## src/rtl/fetch_pc_unit.sv

```systemverilog
// Program counter and fetch steering with static predict-taken and EX-driven mispredict redirect.
// Optional predict-taken steering is compiled in with `define FETCH_PREDICT_TAKEN_EN.
module fetch_pc_unit #(
    parameter logic [31:0] RESET_PC   = 32'h0000_0000,
    parameter logic [31:0] TEXT_LIMIT = 32'h0000_07FC,
    parameter int          CNT_W      = 16
) (
    input  logic             clk,
    input  logic             rst_n,
    input  logic             stall,
    input  logic             branch,
    input  logic [31:0]      target_offset,
    input  logic             resolve_valid,
    input  logic             resolve_taken,
    input  logic             resolve_predicted,
    input  logic [31:0]      resolve_target,
    input  logic [31:0]      resolve_pc_plus4,
    output logic [31:0]      address,
    output logic [31:0]      pc_plus4,
    output logic             predicted,
    output logic             flush,
    output logic             halted,
    output logic [CNT_W-1:0] mispredict_count
);

    typedef enum logic [1:0] {
        BOOT,
        RUN,
        HALT
    } state_t;

    localparam logic [CNT_W-1:0] CNT_ONE = {{(CNT_W-1){1'b0}}, 1'b1};

    state_t      state;
    state_t      stateNext;
    logic [31:0] addressNext;
    logic [31:0] seqPc;
    logic [31:0] redirectPc;
    logic        mispredict;
    logic        unusedBits;

    assign pc_plus4 = address + 32'd4;
    assign halted   = (state == HALT);

`ifdef FETCH_PREDICT_TAKEN_EN
    assign predicted  = branch & ~halted & (state == RUN);
    assign seqPc      = pc_plus4 + (predicted ? {target_offset[29:0], 2'b00} : 32'd0);
    assign unusedBits = ^target_offset[31:30];
`else
    // Without prediction every taken branch is caught later as a mispredict.
    assign predicted  = 1'b0;
    assign seqPc      = pc_plus4;
    assign unusedBits = ^{branch, target_offset};
`endif

    assign mispredict = resolve_valid & (resolve_taken != resolve_predicted);
    assign redirectPc = {(resolve_taken ? resolve_target[31:2] : resolve_pc_plus4[31:2]), 2'b00};
    assign flush      = mispredict & (state != BOOT);

    always_comb begin
        stateNext   = state;
        addressNext = address;
        case (state)
            BOOT: stateNext = RUN;
            RUN: begin
                if (mispredict) begin
                    addressNext = redirectPc;
                end else if (!stall) begin
                    if (seqPc > TEXT_LIMIT) begin
                        stateNext = HALT;
                    end else begin
                        addressNext = seqPc;
                    end
                end
            end
            HALT: begin
                // Only an in-range redirect can leave HALT.
                if (mispredict && (redirectPc <= TEXT_LIMIT)) begin
                    addressNext = redirectPc;
                    stateNext   = RUN;
                end
            end
            default: stateNext = BOOT;
        endcase
    end

    always_ff @(posedge clk or negedge rst_n) begin
        if (!rst_n) begin
            state            <= BOOT;
            address          <= RESET_PC;
            mispredict_count <= '0;
        end else begin
            state   <= stateNext;
            address <= addressNext;
            if (flush && (mispredict_count != '1)) begin
                mispredict_count <= mispredict_count + CNT_ONE;
            end
        end
    end

endmodule

```

## config.mk

```make
export PLATFORM = sky130hd
export DESIGN_NAME = fetch_pc_unit
export DESIGN_NICKNAME = d
export VERILOG_FILES = /design/src/rtl/fetch_pc_unit.sv
export SDC_FILE = /design/constraint.sdc
export NUM_CORES = 1
export LEC_CHECK = 0
export BUFFER_PORTS_ARGS = -buffer_cell sky130_fd_sc_hd__buf_2
export CAP_MARGIN = 40
export CORE_MARGIN = 2
export CORE_UTILIZATION = 45
export CTS_CLUSTER_DIAMETER = 30
export CTS_CLUSTER_SIZE = 25
export DETAILED_ROUTE_END_ITERATION = 7
export GPL_TIMING_DRIVEN = 0
export PLACE_DENSITY = 0.78
export REMOVE_ABC_BUFFERS = 1
export SKIP_CTS_REPAIR_TIMING = 1
export SLEW_MARGIN = 30
export SYNTH_ARGS = -nofsm -noshare
export SYNTH_HDL_FRONTEND = slang
export SYNTH_SLANG_ARGS = --single-unit
```

## constraint.sdc

```tcl
create_clock -name clk -period 8.6 [get_ports clk]
set_clock_uncertainty 0.15 [all_clocks]
set_input_delay 0.86 -clock clk [delete_from_list [all_inputs] [get_ports clk]]
set_output_delay 0.86 -clock clk [all_outputs]
set_load 0.02 [all_outputs]
```

==> results of run 1 <==
[cell usage in the layout, fill, tap and decap left out, types with 7 or more instances in the layout]
master	n
nand2_1	43
mux2_4	12
a21oi_1	11
o21ai_0	18
nor2_1	29
mux2i_1	31
inv_1	13
nor4_1	12
nand4_1	22
mux2_2	7
xor2_1	15
xnor2_1	28
and3_1	10
and4_1	7
buf_2	142
nand3_1	15
dfrtp_1	48
[report_power, final]
part           leakage, nW  internal, mW  switching (mW)  total (mW)
logic                 1.67         0.335           0.519       0.854
registers            0.596         0.306           0.159       0.465
clock network       0.0583        0.0877          0.0832       0.171
total                 2.32         0.729           0.761        1.49
[kinds of logic (layout without fill, tap and decap cells)]
| kind of cell | Yosys count | count (layout) | synth area share (%) |
|---|---|---|---|
| muxes | 50 | 50 | 15.0 |
| xor gates and xnor gates | 43 | 43 | 9.94 |
| adders and majority gates | 3 | 3 | 0.991 |
| DFF | 48 | 48 | 31.7 |
| buffers and inverters | 37 | 167 | 4.66 |
| AOI/OAI and AO/OA | 71 | 71 | 12.9 |
| and+or+nand+nor | 169 | 169 | 24.6 |
| other | 1 | 5 | 0.0990 |
[through the flow]
stage / instances / power [mW] / cell area (um2)
floorplan: 402 / 1.00 / 3670
global placement: 650 / 1.29 / 4520
detailed placement: 653 / 1.32 / 4590
CTS: 661 / 1.49 / 4710
global route: 661 / 1.59 / 4710
finish: 661 / 1.49 / 4710
[how the worst min path moves through the flow]
stage / depth (start not counted) / start / to
finish: 1 / mispredict_count[15]$_DFFE_PN0P_ / mispredict_count[15]$_DFFE_PN0P_
global route: 1 / mispredict_count[15]$_DFFE_PN0P_ / mispredict_count[15]$_DFFE_PN0P_
CTS: 1 / mispredict_count[15]$_DFFE_PN0P_ / mispredict_count[15]$_DFFE_PN0P_
detailed placement: 1 / mispredict_count[15]$_DFFE_PN0P_ / mispredict_count[15]$_DFFE_PN0P_
global placement: 1 / mispredict_count[8]$_DFFE_PN0P_ / mispredict_count[8]$_DFFE_PN0P_
floorplan: 0 / rst_n / address[10]$_DFFE_PN0P_
[cell type report]
type	count	share of cell area, %
multi-input combinational	341	51.6
timing repair buffer	146	16.6
clock buffer	5	1.46
clock inverter	3	1.01
sequential	48	25.5
inverter	13	1.04
tap	105	2.79
[flip-flops by register name, summed over array words and instances, names as in the netlist]
signal and count:
address 30, mispredict_count 16, state 2
[layer usage]
layer	wire, um	GRT usage (%)	part of all wire [%]
met1	5050	35.0	44
met2	5410	40.9	47
met3	792	3.21	6.9
met4	302	8.21	2.6
met5	0	0	0
==> flow_summary.toml, run 1 <==
[setup_path]
cp-start-kind = "register"
ff2ff_path_depth = 10
r2r_end = "address[22]$_DFFE_PN0P_"
crit_cells = 10
cp_slowest_cell = "or4_1"
crit_buf_inv = 1
crit_type = "register to register"
crit_path_end = "address[22]$_DFFE_PN0P_"
path_max_fanout = 14
path_delay_family = "simple AND/OR/NAND/NOR gates"
cp_cell_sequence = "ha_1 -> and2_1 -> nand4_1 -> xnor2_1 -> or4_1 -> or4b_4 -> nor3_4 -> o21ai_4 -> buf_8 -> mux2_4"
critPathRequiredTime_ps = 8660
arrival_ps = 4130
reg2reg_slack_ps = 4530
setup.worst_path.start = "address[3]$_DFFE_PN0P_"
r2r-start = "address[3]$_DFFE_PN0P_"
worst_path_largest_cell_delay_ps = 540
endpoint_kind = "register"

[routing]
firstDrtPassIters = 5
drc_errors = 0
wirelength_um = 11600
via_count = 3803
antenna_left = 0
viasPerCell = 5.75
post_drt_wl_per_cell_um = 17.5
drtIter0Drc = 174

[sta]
finalMaxSlewViolations = 0
fin_tns_setup_ps = 0
relSlewSlack_pct = 43.1
min_period_ps = 4070
holdWs_ps = 354
finalSetupViolCount = 0
fmax_mhz = 246
rsz0062_at_grt = "no"
finalCritPeriodShare_pct = 47.4
tightest_slew_ps = 844
hold_viol_final = 0
layout_setup_ws_ps = 4530

[cts]
cts_buffers = 5
clock_path_buffers = 2
cts.sinks = 48
tritoncts = "yes"
cts.htree.levels = 2
cts.root.buffer_cell = "clkbuf_8"
clk_pin_slew_worst_paths_ps = 100
worstSkewPairLatency_ps = 310

[run_status]
status = "complete, no violations"

[cells_and_area]
layout-drive-gt1-share_pct = 33.3
diodes = 0
ff_latch_area_um2 = 1200
areaGrowthSynthToFinish_pct = 24.4
final_nets = 661
fin_util_pct = 57.6
multi_input_area_um2 = 2430
n_fill_cell = 756

[die]
rows = 33
die_w_um = 95.7
dieArea_um2 = 9170
initial_core_util_pct = 46.3
die_h_um = 95.7
io_pins = 186
core-area_um2 = 8180

[global_routing]
grt_pass1_wl_um = 17800
track_usage_pct = 25.2
grt_max_degree = 49
antenna_found_initial = 0
grt_pass1_vias = 3464
grt.overflow.total = 0

[synthesis]
ys_seq_area_share_pct = 31.7
yosys.area.top_type = "dfrtp_1"
synth_top_flop_cell = "dfrtp_1"
post-synth-top-count-cell = "dfrtp_1"
synth_cell_types = 57
syn_inst = 422
async_flop_share_pct = 100
synth_enable_flop_cells = 0
yosysWarnings = 0
ys_ff_latch = 48
syn-cell-area_um2 = 3790
synthTopCellsByArea = "dfrtp_1 32%, mux2i_1 8.2%, xnor2_1 6.5%"
synth_top_area_share_pct = 31.7
syn_area_per_cell_um2 = 8.97
yosys-top-cells-count = "48 x dfrtp_1, 43 x nand2_1, 31 x mux2i_1"

[min_path]
hp-class = "register to register"

[power_and_ir_drop]
power_leakage_nw = 2.32
peakVddDrop_v = 0.000232
p_per_area_nw_per_um2 = 316

[place]
place_ws_ps = 4580
place_congestion = 0.966
dp_hpwl_um = 9180
port_buffers = 143

[flow_run]
cap_violations = 0
Power figures use the tool's default switching activity.
==> inputs of run 2 (changes only) <==
Settings changed: ABC_AREA set to 1, PLACE_DENSITY 0.78 to 0.77.
Clock period 8.6 ns to 4.16 ns, I/O delays scaled along.
==> run 2 against run 1 <==
  * The flow now finishes with violations (negative hold slack)
  * Setup slack worse by 4100 ps
  * Clock power is 100% higher
  * Hold slack worse by 400 ps
  * Global-route usage down 1.5 points
  * Final cell count up 29%
  * Die area is 2.8% higher
  * Sequential share of layout area is 0.25 points lower
  * Clock-buffer cell count unchanged
  * First-iteration DRC count rose by 60%
  * Total power rose by 98%
  * Highest routed layer unchanged
==> flow_summary.toml, run 2 <==
[run_status]
status = "finished with violations"
failed_checks = "negative hold slack"

[setup_path]
r2r_end = "address[16]$_DFFE_PN0P_"
path_max_fanout = 33
arrival_ps = 3770
cp_cell_sequence = "clkbuf_4 -> inv_2 -> o21ai_0 -> nand3_1 -> nor4_1 -> nand4_1 -> o21ai_4 -> buf_8 -> nand2_2 -> nand2_1 -> nand2_1"
r2r-start = "address[3]$_DFFE_PN0P_"
cp-start-kind = "input port"
cpMostUsedCell = "nand2_1"
crit_type = "input port to register"
worst_path_largest_cell_delay_ps = 480
path_delay_family = "simple AND/OR/NAND/NOR gates"
crit_buf_inv = 3
cp_slowest_cell = "nor4_1"
endpoint_kind = "register"
critPathRequiredTime_ps = 4220
ff2ff_path_depth = 17
reg2reg_slack_ps = 480

[place]
dp_hpwl_um = 8640
port_buffers = 143
place_congestion = 0.902
place_ws_ps = -309

[die]
dieArea_um2 = 9420
die_w_um = 97.1
die_h_um = 97.1
initial_core_util_pct = 47.0
rows = 33
io_pins = 186
core-area_um2 = 8300

[cells_and_area]
multi_input_area_um2 = 2370
areaGrowthSynthToFinish_pct = 22.1
n_fill_cell = 819
final_nets = 852
ff_latch_area_um2 = 1200
final_common_cell = "nand2_1"
diodes = 0
regMostFlops = "address"
largest_reg_flops = 30
final_cell_mix = "239 x nand2_1, 141 x buf_2, 65 x nor2_1"
top_regs = "address: 30 flops, mispredict_count: 16 flops, state: 2 flops"
fin_util_pct = 57.3
layout-drive-gt1-share_pct = 25.2

[global_routing]
antenna_found_initial = 0
grt_pass1_wl_um = 18900
grt.overflow.total = 0
grt_max_degree = 49
track_usage_pct = 23.8
grt_pass1_vias = 3989

[synthesis]
yosys-top-cells-count = "239 x nand2_1, 66 x nor2_1, 49 x inv_1"
synth_top_flop_cell = "dfrtp_1"
syn_inst = 615
yosys.area.top_type = "dfrtp_1"
yosysWarnings = 0
synth_top_area_share_pct = 30.8
post-synth-top-count-cell = "nand2_1"
syn_area_per_cell_um2 = 6.34
synthTopCellsByArea = "dfrtp_1 31%, nand2_1 23%, nor2_1 6.4%"
ys_ff_latch = 48
syn-cell-area_um2 = 3900
synth_cell_types = 36
ys_seq_area_share_pct = 30.8
synth_enable_flop_cells = 0
async_flop_share_pct = 100

[cts]
clock_path_buffers = 2
worstSkewPairLatency_ps = 310
cts_buffers = 5
tritoncts = "yes"
cts.sinks = 48
clk_pin_slew_worst_paths_ps = 100
cts.root.buffer_cell = "clkbuf_8"
cts.htree.levels = 2

[routing]
post_drt_wl_per_cell_um = 13.3
viasPerCell = 5.14
firstDrtPassIters = 5
wirelength_um = 11300
antenna_left = 0
drc_errors = 0
drtIter0Drc = 278
via_count = 4377

[sta]
tightest_slew_ps = 706
hold_viol_final = 48
relSlewSlack_pct = 52.9
finalMaxSlewViolations = 0
fmax_mhz = 269
finalSetupViolCount = 0
layout_setup_ws_ps = 447
holdWs_ps = -43.6
min_period_ps = 3710
finalCritPeriodShare_pct = 89.2
rsz0062_at_grt = "no"

[power_and_ir_drop]
peakVddDrop_v = 0.000334
power_leakage_nw = 2.62
total_power_mw = 2.95
p_per_area_nw_per_um2 = 620

[flow_run]
cap_violations = 0

[min_path]
hp-class = "input port to async pin"
==> run 2: cell types whose count changed after synthesis, sizes merged, moves of 21 or more <==
cell / delta
mux2i: -25
nand3: +36
nor2: +45
inv: +42
nand2: +202
xnor2: -21
==> run 2: cells by family (layout without fill, tap and decap cells) <==
family                   after synthesis  count (layout)  share of synthesized area [%]
AO/OA/AOI/OAI                         46              46                           6.42
multiplexers                           7               7                           1.83
flip-flops                            48              48                           30.8
XOR/XNOR                              22              22                           5.14
adder cells (fa/ha/maj)                3               3                          0.963
other                                  1               5                         0.0962
AND/OR/NAND/NOR                      409             409                           45.6
buffers and inverters                 79             207                           9.12
==> run 2: worst max path at each step <==
stage | startpoint | endpoint | cells after the start
after floorplan | address[2]$_DFFE_PN0P_ | address[10]$_DFFE_PN0P_ | 14
after global placement | resolve_taken | address[9]$_DFFE_PN0P_ | 10
after detailed placement | resolve_taken | address[16]$_DFFE_PN0P_ | 10
after CTS | resolve_taken | address[13]$_DFFE_PN0P_ | 10
after global routing | resolve_taken | address[30]$_DFFE_PN0P_ | 11
final | resolve_taken | address[16]$_DFFE_PN0P_ | 11
==> run 2: routing by layer <==
layer | part of all wire [%] | GRT usage (%) | up-vias
met1 | 45 | 33.3 | 1980
met5 | 0 | 0 | -
li1 | - | - | 2202
met4 | 1.5 | 5.85 | 0
met2 | 46 | 38.9 | 183
met3 | 7.4 | 3.17 | 12
==> run 2: worst reg2reg max path: stages, from the launching register on <==
cell	delay [ps]
dfrtp_1	460
ha_1	280
nand2_1	90
nor2_1	150
nand2_1	130
nor2_4	240
nand3_1	100
nand2_1	130
inv_2	40
nand2_1	60
nor2_1	40
nand2_1	100
nor2_1	70
nand2_2	80
nand3_2	540
nand2_2	750
nand2_1	150
nand2_1	90
==> run 2: area by class of cell <==
type	count	share of cell area [%]
sequential	48	25.2
tap	105	2.76
multi-input combinational	492	49.8
inverter	55	4.34
clock buffer	5	1.45
clock inverter	3	0.894
timing repair buffer	144	15.5
==> run 2: per-stage QoR <==
stage / cell area (um2) / hold slack (ps) / std cells / setup TNS [ps]
6_report: 4760 / -43.6 / 852 / 0
5_1_grt: 4760 / 17.7 / 852 / 0
4_1_cts: 4740 / -11.8 / 851 / 0
3_5_place_dp: 4630 / 324 / 843 / -8440
3_3_place_gp: 4610 / 337 / 843 / -16140
2_1_floorplan: 3760 / -29.6 / 595 / 0
==> run 2: power by group <==
part / internal, mW / switching [mW] / leakage, nW / total (mW)
Sequential: 0.636 / 0.243 / 0.608 / 0.879
Clock: 0.178 / 0.168 / 0.0541 / 0.346
Combinational: 0.552 / 1.17 / 1.96 / 1.72
Total: 1.37 / 1.58 / 2.62 / 2.95
